File: src/rtl/mem_port_arbiter.sv
// rtl/mem_port_arbiter.sv - arbiter sharing one memory port between fetch (A) and load/store (B)
module mem_port_arbiter #(
   parameter int STARVE_LIMIT = 4
) (
   input  logic clk,
   input  logic reset_n,
   input  logic req_a,
   input  logic we_a,
   input  logic req_b,
   input  logic we_b,
   input  logic mem_ready,
   output logic mem_sel,
   output logic mem_valid,
   output logic mem_we,
   output logic done_a,
   output logic done_b,
   output logic busy
);

   typedef enum logic {IDLE, BUSY} state_t;

   localparam logic [3:0] LIMIT = 4'(STARVE_LIMIT);

   state_t     state;
   logic [3:0] starve_cnt;
   logic       elig_a;
   logic       elig_b;
   logic       pick_a;

   // In the done cycle the completing requester's req is stale (it drops it on seeing done).
   always_comb begin
      elig_a = req_a & ~done_a;
      elig_b = req_b & ~done_b;
      pick_a = elig_a & (~elig_b | (starve_cnt == LIMIT));
   end

   always_ff @(posedge clk or negedge reset_n) begin
      if (!reset_n) begin
         state      <= IDLE;
         mem_sel    <= 1'b0;
         mem_valid  <= 1'b0;
         mem_we     <= 1'b0;
         done_a     <= 1'b0;
         done_b     <= 1'b0;
         busy       <= 1'b0;
         starve_cnt <= '0;
      end else begin
         done_a <= 1'b0;
         done_b <= 1'b0;
         case (state)
            IDLE: begin
               if (elig_a | elig_b) begin
                  state     <= BUSY;
                  busy      <= 1'b1;
                  mem_valid <= 1'b1;
                  mem_sel   <= ~pick_a;
                  mem_we    <= pick_a ? we_a : we_b;
                  // Waiting is judged on the raw req_a, so a re-request in A's own done cycle counts.
                  if (pick_a)
                     starve_cnt <= '0;
                  else if (req_a && starve_cnt != LIMIT)
                     starve_cnt <= starve_cnt + 4'd1;
               end
            end
            BUSY: begin
               if (mem_ready) begin
                  state     <= IDLE;
                  busy      <= 1'b0;
                  mem_valid <= 1'b0;
                  mem_we    <= 1'b0;
                  done_a    <= ~mem_sel;
                  done_b    <= mem_sel;
               end
            end
            default: state <= IDLE;
         endcase
      end
   end

endmodule

File: config.mk
export PLATFORM = sky130hd
export DESIGN_NAME = mem_port_arbiter
export DESIGN_NICKNAME = d
export VERILOG_FILES = /design/src/rtl/mem_port_arbiter.sv
export SDC_FILE = /design/constraint.sdc
export NUM_CORES = 1
export LEC_CHECK = 0
export ABC_AREA = 1
export CORE_MARGIN = 5
export CORE_UTILIZATION = 35
export DETAILED_ROUTE_END_ITERATION = 7
export GPL_ROUTABILITY_DRIVEN = 0
export GPL_TIMING_DRIVEN = 0
export PLACE_DENSITY = 0.71
export SYNTH_ARGS = -nofsm -noshare
export SYNTH_HDL_FRONTEND = slang
export SYNTH_SLANG_ARGS = --single-unit
File: constraint.sdc
create_clock -name clk -period 1.85 [get_ports clk]
set_input_delay 0.2775 -clock clk [delete_from_list [all_inputs] [get_ports clk]]
set_output_delay 0.2775 -clock clk [all_outputs]
set_load 0.01 [all_outputs]
==> impl_metrics.py <==
metrics = {
    "run_status": {
        "status": "finished clean",
    },
    "floorplan": {
        "core_um2": 1490,
        "ioPinCount": 13,
        "initial_core_util_pct": 36.9,
        "rows": 14,
        "chipWidth_um": 49.6,
        "die_h_um": 49.6,
        "die_area_um2": 2460,
    },
    "grt": {
        "grt_pass1_vias": 458,
        "grt_max_degree": 11,
        "grt_pass1_wl_um": 2060,
        "grtUsageTotal_pct": 11.0,
        "antenna_found_initial": 0,
        "overflow": 0,
    },
    "setup_path": {
        "worst-setup-path-type": "register to output pin",
        "critPathLaunchType": "register",
        "cp.required_ns": 1.57,
        "cp.arrival_ns": 1.25,
        "crit_fanout": 3,
        "ff2ff_path_depth": 6,
        "worst_setup_path_end_kind": "output pin",
    },
    "timing": {
        "finalSetupTns_ns": 0,
        "fin_ws_ns": 0.324,
        "hold_viol": 0,
        "tightest_slew_ns": 0.466,
        "timing.fmax_mhz": 655,
        "fin_crit_ns": 1.53,
        "slew_violations": 0,
        "period_share_pct": 82.5,
        "rsz0062_at_grt": "false",
        "finalClockSkew_ns": 0.0126,
        "relSlewSlack_pct": 68.8,
        "setup_violations": 0,
    },
    "clock_tree": {
        "cts.clk_slew.worst_paths_ns": 0.07,
        "cts_sinks": 10,
        "cts_made_buffers": 3,
        "cts_resized": 0,
        "htreeDepth": 1,
        "cts_tree": "built",
        "root_buffer": "clkbuf_4",
        "postCtsHoldBufs": 0,
        "clockBufferDepth": 2,
        "postCtsSetupBuffers": 0,
        "clock_latency_ns": 0.27,
    },
    "drt": {
        "route.detailed.drc": 0,
        "wl_um": 1170,
        "via_count": 480,
        "avgViaCountPerCell": 4.57,
        "wl_per_cell_um": 11.1,
        "ant_nets": 0,
        "first_pass_iters": 2,
        "drt-initial-drc-count": 3,
    },
    "yosys": {
        "synth_top_area_cell": "dfrtp_1",
        "synth.most_common_cell": "nand2_1",
        "synth_fp_nets": 82,
        "synth_common_cells": "nand2_1 (25), inv_1 (14), dfrtp_1 (10), nand3_1 (5)",
        "avgSynthCellArea_um2": 7.52,
        "yosysUniqueCellTypes": 15,
        "ys.flop_type": "dfrtp_1",
        "yosysWarnings": 0,
        "ys_seq_area_share_pct": 45.6,
        "synthTopCellsByArea": "dfrtp_1 (46%), nand2_1 (17%), inv_1 (9.6%), ha_1 (4.6%), nand3_1 (4.6%)",
        "synth_seq_cells": 10,
        "syn_inst": 73,
        "synth.top_cell.area_share_pct": 45.6,
        "netlist_area_um2": 549,
        "async_reset_ff_share_pct": 100,
        "synth-edff-count": 0,
    },
    "final_layout": {
        "fill_cells": 148,
        "area_delta_synth_final_pct": 32.1,
        "drive_gt1_share_pct": 10.1,
        "antennaDiodeCount": 0,
        "final_cells": 105,
        "fin_util_pct": 48.7,
        "layout.nets": 99,
    },
    "place": {
        "placedCellCount": 101,
        "post-place-ws_ns": 0.413,
        "portBuffers": 12,
        "dp.final_hpwl_um": 919,
    },
    "power": {
        "powerDensity_nw_per_um2": 1440,
        "leakage_uw": 0.000391,
        "vdd_drop_max_v": 0.000817,
    },
    "run": {
        "max_cap_violations": 0,
    },
    "worst_hold_path": {
        "worstHoldPathType": "primary input to asynchronous set/reset pin",
    },
}
[state kept, by name (all words and copies together), names as in the netlist]
register	count
mem_we	1
starve_cnt	4
done_b	1
state	1
done_a	1
mem_sel	1
busy	1
[critical path, stage by stage, from the launching register on]
cell             delay (ns)
dfrtp_1                0.36
buf_4                  0.11
clkdlybuf4s50_1        0.52
[report_power, final]
| group | leakage [µW] | total (µW) | switching, µW | internal, µW |
|---|---|---|---|---|
| clock network | 0.0000210 | 199 | 79.6 | 120 |
| logic | 0.000244 | 451 | 230 | 221 |
| registers | 0.000126 | 394 | 86.5 | 307 |
[final timing paths]
kind | slack (ns) | start | end
worst min register to register | 0.46 | mem_sel$_DFFE_PN0P_ | done_a$_DFF_PN0_
max in group asynchronous | 1.20 | reset_n | starve_cnt[3]$_DFFE_PN0P_
worst min-delay path | 0.32 | reset_n | mem_sel$_DFFE_PN0P_
worst max register to register | 0.56 | starve_cnt[0]$_DFFE_PN0P_ | starve_cnt[3]$_DFFE_PN0P_
worst max-delay path | 0.32 | busy$_DFFE_PN0P_ | mem_valid
min in group clk | 0.46 | mem_sel$_DFFE_PN0P_ | done_a$_DFF_PN0_
[cell families after synthesis]
kind of cell,share of synthesized area (%)
xor gates and xnor gates,1.59
AOI/OAI and AO/OA,5.01
and+or+nand+nor,32.3
buffers and inverters,10.9
adders and majority gates,4.56
DFF,45.6
[routing by layer]
layer	vias to the layer above	share of wire [%]	track usage, %	routed length (µm)
li1	257	-	-	-
met1	209	48	13.8	567
met2	12	45	15.9	528
met3	2	4.7	4.82	55
met4	0	1.5	5.24	18
met5	-	0	0	0
[cell type report]
cell class	instances	area [µm²]	share of cell area, %
Buffer	1	7.51	1.03
Clock buffer	4	36.3	5.00
Inverter	14	52.6	7.24
Multi-Input combinational cell	48	239	32.9
Sequential cell	10	250	34.5
Tap cell	16	20.0	2.76
Timing Repair Buffer	12	120	16.6
[placed cells by master, fill, tap and decap left out]
master / netlist / final
clkbuf_8: 0 / 1
ha_1: 2 / 2
buf_4: 1 / 1
dfrtp_1: 10 / 10
nand2_1: 25 / 25
nand2_2: 2 / 2
nand3_1: 5 / 5
a21boi_0: 1 / 1
nor2_2: 1 / 1
clkbuf_4: 0 / 3
inv_1: 14 / 14
nand4_1: 3 / 3
o21ai_0: 2 / 2
a21oi_1: 2 / 2
nand3_2: 1 / 1
nor2_1: 3 / 3
clkdlybuf4s50_1: 0 / 12
xnor2_1: 1 / 1
[metrics by stage]
stage               instance area, µm²  hold slack [ns]  power (µW)
floorplan                          549          -0.0181         663
global placement                   689            0.441         838
detailed placement                 689            0.452         856
CTS                                726            0.336        1060
global route                       726            0.345        1140
finish                             726            0.320        1040
No activity file was read; power rests on OpenSTA's default activity.
